[config.mk]
export PLATFORM = sky130hd
export DESIGN_NAME = des_dec_key_sched
export DESIGN_NICKNAME = d
export VERILOG_FILES = /design/src/rtl/des_dec_key_sched.sv
export SDC_FILE = /design/constraint.sdc
export NUM_CORES = 1
export LEC_CHECK = 0
export ABC_AREA = 1
export BUFFER_PORTS_ARGS = -buffer_cell sky130_fd_sc_hd__buf_2
export CELL_PAD_IN_SITES_DETAIL_PLACEMENT = 2
export CELL_PAD_IN_SITES_GLOBAL_PLACEMENT = 2
export CORE_UTILIZATION = 31
export DETAILED_ROUTE_END_ITERATION = 7
export GPL_ROUTABILITY_DRIVEN = 1
export PLACE_DENSITY_LB_ADDON = 0.1
export SYNTH_ARGS = -nofsm -noshare
export SYNTH_HDL_FRONTEND = slang
export SYNTH_SLANG_ARGS = --single-unit
[constraint.sdc]
create_clock -name CLK -period 3.4 [get_ports CLK]
set_input_delay 0.34 -clock CLK [delete_from_list [all_inputs] [get_ports CLK]]
set_output_delay 0.34 -clock CLK [all_outputs]
set_load 0.005 [all_outputs]
[src/rtl/des_dec_key_sched.sv]
// DES decryption key scheduler: PC-1 on load, then K16..K1 one per valid/ready
// transfer by right-rotating the C/D halves and applying PC-2.
module des_dec_key_sched #(
    parameter bit PARITY_CHECK = 1'b0
) (
    input  logic        CLK,
    input  logic        RST_N,
    input  logic [0:63] KEY_IN,
    input  logic        KEY_LOAD,
    output logic [0:47] SUBKEY,
    output logic [4:0]  ROUND,
    output logic        SUBKEY_VALID,
    input  logic        SUBKEY_READY,
    output logic        BUSY,
    output logic        DONE,
    output logic        KEY_ERR
);

    localparam int unsigned CD_W       = 28;
    localparam int unsigned SK_W       = 48;
    localparam int unsigned NUM_ROUNDS = 16;
    localparam logic [3:0]  LAST_IDX   = 4'(NUM_ROUNDS - 1);

    // FIPS 46-3 tables, 1-based bit positions with bit 1 = MSB
    localparam int unsigned PC1 [2*CD_W] = '{
        57, 49, 41, 33, 25, 17,  9,
         1, 58, 50, 42, 34, 26, 18,
        10,  2, 59, 51, 43, 35, 27,
        19, 11,  3, 60, 52, 44, 36,
        63, 55, 47, 39, 31, 23, 15,
         7, 62, 54, 46, 38, 30, 22,
        14,  6, 61, 53, 45, 37, 29,
        21, 13,  5, 28, 20, 12,  4
    };

    localparam int unsigned PC2 [SK_W] = '{
        14, 17, 11, 24,  1,  5,
         3, 28, 15,  6, 21, 10,
        23, 19, 12,  4, 26,  8,
        16,  7, 27, 20, 13,  2,
        41, 52, 31, 37, 47, 55,
        30, 40, 51, 45, 33, 48,
        44, 49, 39, 56, 34, 53,
        46, 42, 50, 36, 29, 32
    };

    typedef enum logic {
        IDLE = 1'b0,
        RUN  = 1'b1
    } state_e;

    state_e            state_q, state_d;
    logic [0:CD_W-1]   c_q, c_d;
    logic [0:CD_W-1]   d_q, d_d;
    logic [3:0]        idx_q, idx_d;
    logic [4:0]        round_q, round_d;
    logic              done_q, done_d;
    logic              key_err_q, key_err_d;

    logic [0:2*CD_W-1] pc1_out;
    logic [0:2*CD_W-1] cd_cat;
    logic [7:0]        byte_odd;
    logic              key_par_bad;
    logic              single_shift;
    logic [0:CD_W-1]   c_rot1, c_rot2, d_rot1, d_rot2;

    // Key permutation into C/D
    for (genvar g = 0; g < 2*CD_W; g++) begin : g_pc1
        assign pc1_out[g] = KEY_IN[6'(PC1[g] - 1)];
    end

    // Each key byte must carry odd parity when checking is enabled
    for (genvar g = 0; g < 8; g++) begin : g_par
        assign byte_odd[g] = ^KEY_IN[8*g +: 8];
    end
    assign key_par_bad = ~&byte_odd;

    // Subkey is always PC-2 of the registered halves
    assign cd_cat = {c_q, d_q};
    for (genvar g = 0; g < SK_W; g++) begin : g_pc2
        assign SUBKEY[g] = cd_cat[6'(PC2[g] - 1)];
    end

    // Undoing the encryption left shifts: single steps before K15, K8 and K1
    assign single_shift = (idx_q == 4'd0) || (idx_q == 4'd7) || (idx_q == 4'd14);
    assign c_rot1 = {c_q[CD_W-1], c_q[0:CD_W-2]};
    assign c_rot2 = {c_q[CD_W-2:CD_W-1], c_q[0:CD_W-3]};
    assign d_rot1 = {d_q[CD_W-1], d_q[0:CD_W-2]};
    assign d_rot2 = {d_q[CD_W-2:CD_W-1], d_q[0:CD_W-3]};

    // Next-state and next-output logic
    always_comb begin
        state_d   = state_q;
        c_d       = c_q;
        d_d       = d_q;
        idx_d     = idx_q;
        round_d   = round_q;
        done_d    = 1'b0;
        key_err_d = 1'b0;
        unique case (state_q)
            IDLE: begin
                if (KEY_LOAD) begin
                    if (PARITY_CHECK && key_par_bad) begin
                        key_err_d = 1'b1;
                    end else begin
                        c_d     = pc1_out[0:CD_W-1];
                        d_d     = pc1_out[CD_W:2*CD_W-1];
                        idx_d   = '0;
                        round_d = 5'(NUM_ROUNDS);
                        state_d = RUN;
                    end
                end
            end
            RUN: begin
                if (SUBKEY_READY) begin
                    if (idx_q == LAST_IDX) begin
                        state_d = IDLE;
                        round_d = '0;
                        done_d  = 1'b1;
                    end else begin
                        c_d     = single_shift ? c_rot1 : c_rot2;
                        d_d     = single_shift ? d_rot1 : d_rot2;
                        idx_d   = 4'(idx_q + 4'd1);
                        round_d = 5'(round_q - 5'd1);
                    end
                end
            end
            default: state_d = IDLE;
        endcase
    end

    always_ff @(posedge CLK or negedge RST_N) begin
        if (!RST_N) begin
            state_q   <= IDLE;
            c_q       <= '0;
            d_q       <= '0;
            idx_q     <= '0;
            round_q   <= '0;
            done_q    <= 1'b0;
            key_err_q <= 1'b0;
        end else begin
            state_q   <= state_d;
            c_q       <= c_d;
            d_q       <= d_d;
            idx_q     <= idx_d;
            round_q   <= round_d;
            done_q    <= done_d;
            key_err_q <= key_err_d;
        end
    end

    assign ROUND        = round_q;
    assign SUBKEY_VALID = (state_q == RUN);
    assign BUSY         = (state_q == RUN);
    assign DONE         = done_q;
    assign KEY_ERR      = key_err_q;

endmodule

==> flow_summary.toml, run 1 <==
[run_status]
status = "complete, no violations"

[global_route]
grt_usage_pct = 20.41
antenna_found_initial = 0
grt_pass1_wl_mm = 23.91
grt_max_degree = 68
overflow = 0
grt_pass1_vias = 4717

[timing]
rsz0062_at_grt = "no"
slew-limit-headroom_pct = 36.28
min_period_ns = 2.561
max_clock_freq_mhz = 390.5
report.final.hold_viol_count = 0
worstMarginPinSlew_ns = 0.9557
final.setup.tns_ns = 0
timing.final.crit_share_pct = 75.33
drv_slew = 0
setup_viol = 0
clock_skew_ns = 0.006492
layout_setup_ws_ns = 0.8389

[placement]
place_area_um2 = 4855
place.gp.congestion = 0.7421
place_worst_setup_slack_ns = 0.8450
dp_cells = 882
io_buffers = 115
hpwl_mm = 9.595

[route]
initialDrtViolationCount = 197
postRouteAntennaNets = 0
drt_wl_total_mm = 14.75
num_vias = 4434
vias_per_cell = 4.938
remaining_drc_errors = 0
wl_per_cell_um = 16.43
firstDrtPassIters = 4

[clock_network]
ctsLongestPathBuffers = 2
clkTransAtPathRegs_ns = 0.06
clock-root-buffer = "clkbuf_16"
post_cts_buffers = 0
holdBufCountCts = 0
htree_levels = 3
cts_tree = "built"
cts_buffers = 9
cts.sinks = 67
cts_resized = 0
insertion_delay_ns = 0.34

[setup_path]
cp-start-kind = "flip-flop"
cp_data_arrival_time_ns = 2.78
cp.required_ns = 3.62
ff2ff_setup_slack_ns = 0.84
slowest_delay_ns = 0.68
endpoint_kind = "flip-flop"
cp_slowest_cell = "nand3_2"
r2r_start = "idx_q[0]"
worstReg2RegEnd = "c_q[6]"
crit_path_max_fanout = 39
r2r_cells = 8
cp_cell_sequence = "inv_1 > ha_1 > nand3_2 > nand3_2 > buf_4 > nand2_1 > nand3_1 > nand2_1"
crit_type = "reg2reg"

[final_layout]
antenna_cells = 0
fin_util_pct = 35.52
finalNonFillerCells = 898
final_net_count = 781
area_delta_synth_final_pct = 12.09
fillers = 1765
layout-drive-gt1-share_pct = 20.45
design_area_um2 = 5162

[die]
start_util_pct = 31.69
row_count = 44
die-area_um2 = 15350
fp.coreArea_um2 = 14530
die_h_um = 123.9
dieWidth_um = 123.9
io_pins = 125

[logic_synthesis]
yosysWarnings = 0
ys_ff_latch = 67
seq_area_frac_synth_pct = 36.40
ys_types = 23
postSynthAreaPerCell_um2 = 6.895
syn_inst = 668
syn-cell-area_um2 = 4606
synth_fp_nets = 740

[pwr]
leakage_nw = 2.773
ir_drop_mv = 0.3686
power_per_cell_area_nw_per_um2 = 964.5

[hold_path]
hold_class = "in2async"

[flow_run]
max_cap_viol_count = 0
[critical path, delay by kind of cell, from the launching register on]
| kind | cells | cell delay, ns |
|---|---|---|
| buffers and inverters | 2 | 0.52 |
| AND/OR/NAND/NOR | 5 | 1.29 |
| flip-flops | 1 | 0.45 |
| adder cells (fa/ha/maj) | 1 | 0.17 |
[kinds of logic (layout without fill, tap and decap cells)]
family / count (synthesis) / in the layout / share of synthesized area, %
adders and majority gates: 4 / 4 / 1.087
buffers and inverters: 217 / 263 / 23.93
DFF: 67 / 67 / 36.40
other: 1 / 1 / 0.08142
AOI/OAI and AO/OA: 66 / 66 / 7.335
and+or+nand+nor: 312 / 312 / 30.97
xor gates and xnor gates: 1 / 1 / 0.1902
[synth_stat cells]
| cell | instances | area share (%) |
|---|---|---|
| a21oi_1 | 2 | 0.22 |
| a22oi_1 | 1 | 0.16 |
| buf_2 | 29 | 3.2 |
| buf_4 | 59 | 9.6 |
| buf_6 | 4 | 0.98 |
| clkbuf_1 | 1 | 0.081 |
| conb_1 | 1 | 0.081 |
| dfrtp_1 | 67 | 36 |
| ha_1 | 4 | 1.1 |
| inv_1 | 122 | 9.9 |
| inv_2 | 2 | 0.16 |
| nand2_1 | 178 | 15 |
| nand2_2 | 1 | 0.14 |
| nand2_4 | 1 | 0.24 |
| nand3_1 | 63 | 6.8 |
| nand3_2 | 3 | 0.65 |
| nand4_1 | 59 | 8.0 |
| nor2_1 | 7 | 0.57 |
| o21ai_0 | 24 | 2.6 |
| o21ai_1 | 36 | 3.9 |
| o21bai_1 | 1 | 0.16 |
| o22ai_1 | 2 | 0.27 |
| xnor2_1 | 1 | 0.19 |
[cells in the final DEF, fill, tap and decap left out, types with 2 or more instances in the layout]
cell / instances
nand2_1: 178
inv_1: 122
nand3_1: 61
ha_1: 4
buf_4: 9
inv_2: 2
clkbuf_8: 3
clkbuf_16: 9
dfrtp_1: 67
o21ai_0: 24
o21ai_1: 36
a21oi_1: 2
nand4_1: 59
clkbuf_1: 3
nand3_2: 5
buf_2: 114
nor2_1: 6
o22ai_1: 2
[registers in the layout, indices dropped and copies added, names as in the netlist]
signal,flops
idx_q,4
d_q,28
ROUND,5
BUSY,1
c_q,28
DONE,1
[cell type report]
cell class | count | area (µm²) | share of cell area [%]
Clock buffer | 15 | 277.8 | 5.381
Tap cell | 184 | 230.2 | 4.460
Inverter | 124 | 465.4 | 9.016
Timing Repair Buffer | 123 | 638.1 | 12.36
Sequential cell | 67 | 1677 | 32.48
Clock inverter | 1 | 30.03 | 0.5817
Multi-Input combinational cell | 384 | 1844 | 35.72
[worst max path at each step]
stage               startpoint      end  slack (ns)  depth (start not counted)
global placement      idx_q[0]  d_q[13]        0.93                          8
CTS                   idx_q[0]   c_q[6]        0.78                          8
finish                idx_q[0]   c_q[6]        0.84                          8
global route          idx_q[0]   c_q[6]        0.60                          8
floorplan             idx_q[0]  c_q[10]        1.99                          8
detailed placement    idx_q[1]  d_q[13]        0.84                          8
[per-layer routing]
metal  wire length [µm]  up-vias  track usage (%)
met5                  0        -                0
met4                234        0            6.920
met3                460       16            2.518
met2               7183       74            35.90
met1               6875     2201            25.67
li1                   -     2143                -
[power breakdown]
part	total, mW	switching (mW)	internal (mW)
Clock	0.993	0.363	0.630
Combinational	2.56	1.62	0.936
Sequential	1.43	0.242	1.18
[stage by stage]
step | power [mW] | hold WS (ns)
finish | 4.979 | 0.1556
global route | 5.492 | 0.2281
CTS | 5.091 | 0.1942
detailed placement | 4.047 | 0.5611
global placement | 3.905 | 0.5444
floorplan | 3.551 | 0.04441
Note: power is estimated with default switching activity, not from simulation.
==> run 2: changes to the inputs <==
--- a/config.mk
+++ b/config.mk
@@ -9,7 +9,7 @@
 export BUFFER_PORTS_ARGS = -buffer_cell sky130_fd_sc_hd__buf_2
 export CELL_PAD_IN_SITES_DETAIL_PLACEMENT = 2
 export CELL_PAD_IN_SITES_GLOBAL_PLACEMENT = 2
-export CORE_UTILIZATION = 31
+export CORE_UTILIZATION = 29
 export DETAILED_ROUTE_END_ITERATION = 7
 export GPL_ROUTABILITY_DRIVEN = 1
 export PLACE_DENSITY_LB_ADDON = 0.1
==> constraint.sdc (replaced) <==
create_clock -name CLK -period 2.6 [get_ports CLK]
set_input_delay 0.26 -clock CLK [delete_from_list [all_inputs] [get_ports CLK]]
set_output_delay 0.26 -clock CLK [all_outputs]
set_load 0.005 [all_outputs]
==> flow_summary.toml, run 2 (same netlist as run 1, synthesis figures left out) <==
[placement]
io_buffers = 115
place_worst_setup_slack_ns = 0.5019
place.gp.congestion = 0.7404
dp_cells = 912
hpwl_mm = 9.761

[final_layout]
multi_input_area_um2 = 1844
final_net_count = 784
finalNonFillerCells = 928
antenna_cells = 0
fillers = 1868
final_common_cell = "nand2_1"
seq_area_um2 = 1677
area_delta_synth_final_pct = 12.85
layout-drive-gt1-share_pct = 20.78
most-common-layout-cells = "nand2_1, inv_1, buf_2, dfrtp_1, nand3_1"

[timing]
clock_skew_ns = 0.008604
drv_slew = 0
slew-limit-headroom_pct = 36.52
setup_viol = 0
timing.final.crit_share_pct = 80.83
min_period_ns = 2.102
rsz0062_at_grt = "no"
worstMarginPinSlew_ns = 0.9522
max_clock_freq_mhz = 475.8
final.setup.tns_ns = 0
report.final.hold_viol_count = 0
layout_setup_ws_ns = 0.4984

[clock_network]
cts.sinks = 67
insertion_delay_ns = 0.34
cts_buffers = 9
cts_resized = 0
clock-root-buffer = "clkbuf_16"
holdBufCountCts = 0
cts_tree = "built"
ctsLongestPathBuffers = 2
post_cts_buffers = 0
htree_levels = 3
clkTransAtPathRegs_ns = 0.06

[setup_path]
crit_buf_inv = 2
cp_slowest_cell = "dfrtp_1"
startpoint = "idx_q[0]"
crit_type = "reg2reg"
cp-start-kind = "flip-flop"
slowest_delay_ns = 0.44
endpoint_kind = "flip-flop"
crit_family = "simple AND/OR/NAND/NOR gates"
cp_data_arrival_time_ns = 2.33
r2r_start = "idx_q[0]"
cp_cell_sequence = "inv_1 > ha_1 > nand3_2 > nand3_2 > buf_4 > nand2_1 > nand3_1 > nand2_1"
cp.required_ns = 2.83
crit_path_max_fanout = 40

[global_route]
grt_usage_pct = 19.19
grt_pass1_wl_mm = 24.58
antenna_found_initial = 0
grt_pass1_vias = 4840
overflow = 0
grt_max_degree = 68

[run_status]
status = "complete, no violations"

[die]
row_count = 45
die-area_um2 = 16390
io_pins = 125
fp.coreArea_um2 = 15370
dieWidth_um = 128.0
start_util_pct = 29.96
die_h_um = 128.0

[pwr]
ir_drop_mv = 0.3442
power_per_cell_area_nw_per_um2 = 1228
finalPower_mw = 6.382
leakage_nw = 2.776

[route]
remaining_drc_errors = 0
drt_wl_total_mm = 14.51
wl_per_cell_um = 15.64
vias_per_cell = 4.711
postRouteAntennaNets = 0
firstDrtPassIters = 4
num_vias = 4372
initialDrtViolationCount = 165

[flow_run]
max_cap_viol_count = 0

[hold_path]
hold_class = "in2async"
==> run 2: changes by cell type in the layout (fill, tap and decap cells not counted) <==
cell and change:
bufinv_16 -1, clkinv_2 +2, buf_12 +1, buf_4 +2, clkbuf_8 -1
==> run 2: worst reg2reg max path: stages (launching register included) <==
cell,delay (ns)
dfrtp_1,0.44
inv_1,0.11
ha_1,0.16
nand3_2,0.35
nand3_2,0.22
buf_4,0.42
nand2_1,0.14
nand3_1,0.10
nand2_1,0.05
==> run 2: path summary, 6_finish.rpt <==
path / cells after the start / to / slack [ns]
min: 1 / c_q[7] / 0.07
max in group asynchronous: 1 / ROUND[0] / 1.91
min in group CLK: 3 / BUSY / 0.18
max reg2reg: 8 / c_q[17] / 0.50
max: 8 / c_q[17] / 0.50
min reg2reg: 2 / ROUND[4] / 0.57
==> run 2: metrics by stage <==
stage | hold WS [ns] | utilization (%) | cell area [µm²]
final | 0.07092 | 33.81 | 5197
after global routing | 0.1454 | 33.81 | 5197
after CTS | 0.1190 | 33.81 | 5197
after detailed placement | 0.4837 | 32.03 | 4923
after global placement | 0.4866 | 32.03 | 4923
after floorplan | -0.03559 | - | 4606
==> run 2: per-layer routing <==
metal  routed length, µm  global-route usage, %  vias to the layer above
li1                    -                      -                     2144
met1                6717                  23.87                     2148
met2                7212                  34.02                       70
met3                 391                  2.629                       10
met4                 191                  6.436                        0
met5                   0                      0                        -
==> run 2: layout make-up <==
type | count | area share (%)
inverters | 124 | 8.955
repair buffers | 126 | 12.95
clock buffers | 14 | 5.079
well taps | 211 | 5.079
flip-flops and latches | 67 | 32.26
multi-input cells | 384 | 35.48
clock inverters | 2 | 0.1926
==> run 2: power breakdown <==
part           switching (mW)  leakage [nW]  total, mW  internal (mW)
clock network           0.469         0.137       1.17          0.696
registers               0.319         0.826       1.87           1.55
logic                    2.10          1.81       3.35           1.25
==> run 3: changes to the inputs <==
--- a/config.mk
+++ b/config.mk
@@ -5,11 +5,11 @@
 export SDC_FILE = /design/constraint.sdc
 export NUM_CORES = 1
 export LEC_CHECK = 0
-export ABC_AREA = 1
+export ABC_AREA = 0
 export BUFFER_PORTS_ARGS = -buffer_cell sky130_fd_sc_hd__buf_2
 export CELL_PAD_IN_SITES_DETAIL_PLACEMENT = 2
 export CELL_PAD_IN_SITES_GLOBAL_PLACEMENT = 2
-export CORE_UTILIZATION = 29
+export CORE_UTILIZATION = 33
 export DETAILED_ROUTE_END_ITERATION = 7
 export GPL_ROUTABILITY_DRIVEN = 1
 export PLACE_DENSITY_LB_ADDON = 0.1
==> constraint.sdc (replaced) <==
create_clock -name CLK -period 2 [get_ports CLK]
set_input_delay 0.2 -clock CLK [delete_from_list [all_inputs] [get_ports CLK]]
set_output_delay 0.2 -clock CLK [all_outputs]
set_load 0.005 [all_outputs]
==> flow_summary.toml, run 3 <==
[final_layout]
final_net_count = 617
final_common_cell = "buf_2"
antenna_cells = 0
fin_util_pct = 38.67
fillers = 1617
layout-drive-gt1-share_pct = 35.45
most-common-layout-cells = "buf_2, dfrtp_1, nand2_1, o21ai_1"
area_delta_synth_final_pct = 14.74

[logic_synthesis]
ys.flop_type = "dfrtp_1"
syn_inst = 495
muxShareOfSynthArea_pct = 11.75
synth_area_leaders = "dfrtp_1, a221oi_2, mux2i_1"
synth_fa_ha_area_share_pct = 1.022
synth_fp_nets = 567
synth_common_cells = "dfrtp_1, nand2_1, o21ai_1"
postSynthAreaPerCell_um2 = 9.896
syn-cell-area_um2 = 4898
yosysWarnings = 0
synth_top_area_cell = "dfrtp_1"
synth-edff-count = 0
synth.top_cell.area_share_pct = 34.23
synth_simple_gate_area_share_pct = 7.561
yosysMostFrequentCell = "dfrtp_1"
synth-xor-area-share_pct = 0.3576
ys_ff_latch = 67
seq_area_frac_synth_pct = 34.23
ys_async_sr_fraction_pct = 100.0
synth_top_family_by_area = "compound AO/OA/AOI/OAI gates"
ys_types = 38
synth_compound_area_share_pct = 31.03

[pwr]
power_switching_mw = 3.445
finalPower_mw = 7.841
power_per_cell_area_nw_per_um2 = 1395
power_frac_seq_pct = 29.6
power.clock.fraction_pct = 19.3
swShare_pct = 43.93
p_comb_share_pct = 51.1
ir_drop_mv = 0.7087
leakage_nw = 2.341
intPower_mw = 4.396

[die]
die-area_um2 = 15340
io_pins = 125
dieWidth_um = 123.8
start_util_pct = 33.70
fp.coreArea_um2 = 14530
row_count = 44
die_h_um = 123.8

[placement]
place.gp.congestion = 0.7410
hpwl_mm = 9.655
io_buffers = 115

[clock_network]
cts_tree = "built"
cts_buffers = 9
cts.sinks = 67
clkTransAtPathRegs_ns = 0.06
clock-root-buffer = "clkbuf_16"
ctsLongestPathBuffers = 2
insertion_delay_ns = 0.34
htree_levels = 3

[setup_path]
cp_data_arrival_time_ns = 2.08
crit_type = "reg2reg"
r2r_start = "idx_q[1]"
worstReg2RegEnd = "d_q[5]"
r2r_cells = 7
endpoint_kind = "flip-flop"
crit_path_max_fanout = 25
cp-start-kind = "flip-flop"
cp.required_ns = 2.25
ff2ff_setup_slack_ns = 0.18

[hold_path]
hold_class = "in2reg"
hp-start = "KEY_IN[5]"
min_path_cells = 3
hold_path_end = "d_q[15]"

[timing]
report.final.hold_viol_count = 0
rsz0062_at_grt = "no"
drv_slew = 0
setup_viol = 0
timing.final.crit_share_pct = 91.18
clock_skew_ns = 0.006267
final.setup.tns_ns = 0
max_clock_freq_mhz = 548.4
min_period_ns = 1.824

[global_route]
overflow = 0
antenna_found_initial = 2
grt_pass1_wl_mm = 23.49
grt_usage_pct = 19.79
grt_pass1_vias = 4425
grt_max_degree = 44

[route]
initialDrtViolationCount = 170
drt_wl_total_mm = 14.45
vias_per_cell = 5.657
wl_per_cell_um = 19.69
remaining_drc_errors = 0
firstDrtPassIters = 4
postRouteAntennaNets = 0
num_vias = 4152

[flow_run]
max_cap_viol_count = 0

[run_status]
status = "complete, no violations"
-- run 3: changes by cell type after synthesis, sizes merged, moves of 11 or more --
cell,before,now
a221oi,0,56
a22oi,1,56
buf,92,81
clkbuf,1,14
inv,124,4
mux2i,0,56
nand2,180,62
nand3,66,7
nand4,59,0
-- run 3: worst max path at each step --
stage	from	to	slack, ns	depth (start not counted)
floorplan	idx_q[0]	c_q[10]	0.29	7
global placement	idx_q[0]	d_q[10]	0.16	7
detailed placement	idx_q[0]	c_q[15]	0.12	7
CTS	idx_q[0]	d_q[10]	0.1	7
global route	idx_q[1]	d_q[23]	0.03	7
finish	idx_q[1]	d_q[5]	0.18	7
-- run 3: cell type report --
type,instances,area (µm²),area share [%]
multi-input cells,329,2562,45.59
flip-flops and latches,67,1678,29.85
repair buffers,134,860.8,15.32
clock buffers,14,264.0,4.697
well taps,184,230.2,4.096
inverters,4,15.01,0.2671
clock inverters,2,10.01,0.1781
-- run 3: critical path, cell delays in order (launching register included) --
cell     delay [ns]
dfrtp_1        0.42
ha_1           0.21
buf_4          0.14
nand3_2        0.16
a21oi_4        0.23
buf_4          0.34
a22oi_1        0.13
o21ai_1        0.12
-- run 3: kinds of logic after synthesis --
kind of cell | Yosys count
buf+inv | 99
other cells | 1
mux | 57
compound gates | 180
simple gates | 85
fa+ha+maj | 4
flops | 67
xor+xnor | 2
-- run 3: what timing repair did --
item / in CTS / in global routing
gates resized for setup: 0 / 0
hold endpoints to repair: 28 / 0
hold buffers: 1 / 0
setup endpoints to repair: 0 / 12
buffers inserted: 0 / 1
-- run 3: through the flow --
stage	instance area (µm²)	std cells	hold WS, ns	setup slack [ns]
2_1_floorplan	4898	495	-0.09559	0.2919
3_3_place_gp	5329	716	0.1926	0.1606
3_5_place_dp	5329	716	0.1964	0.1213
4_1_cts	5613	733	0.09828	0.09535
5_1_grt	5620	734	0.1183	0.02876
6_report	5620	734	0.1085	0.1765
-- run 3: power groups by stage --
stage / registers, mW / clock network [mW] / logic (mW)
6_report: 2.32 / 1.51 / 4.01
2_1_floorplan: 2.16 / 0 / 3.31
3_5_place_dp: 2.34 / 0 / 4.05
5_1_grt: 2.39 / 1.61 / 4.40
4_1_cts: 2.33 / 1.55 / 4.06
3_3_place_gp: 2.32 / 0 / 3.94
-- run 3: routing by layer --
layer  vias up  GRT usage [%]  wire, µm
met1      2103          25.16      6619
met5         -              0        18
met2        79          33.75      7028
li1       1945              -         -
met4         4          7.003       235
met3        21          3.159       547
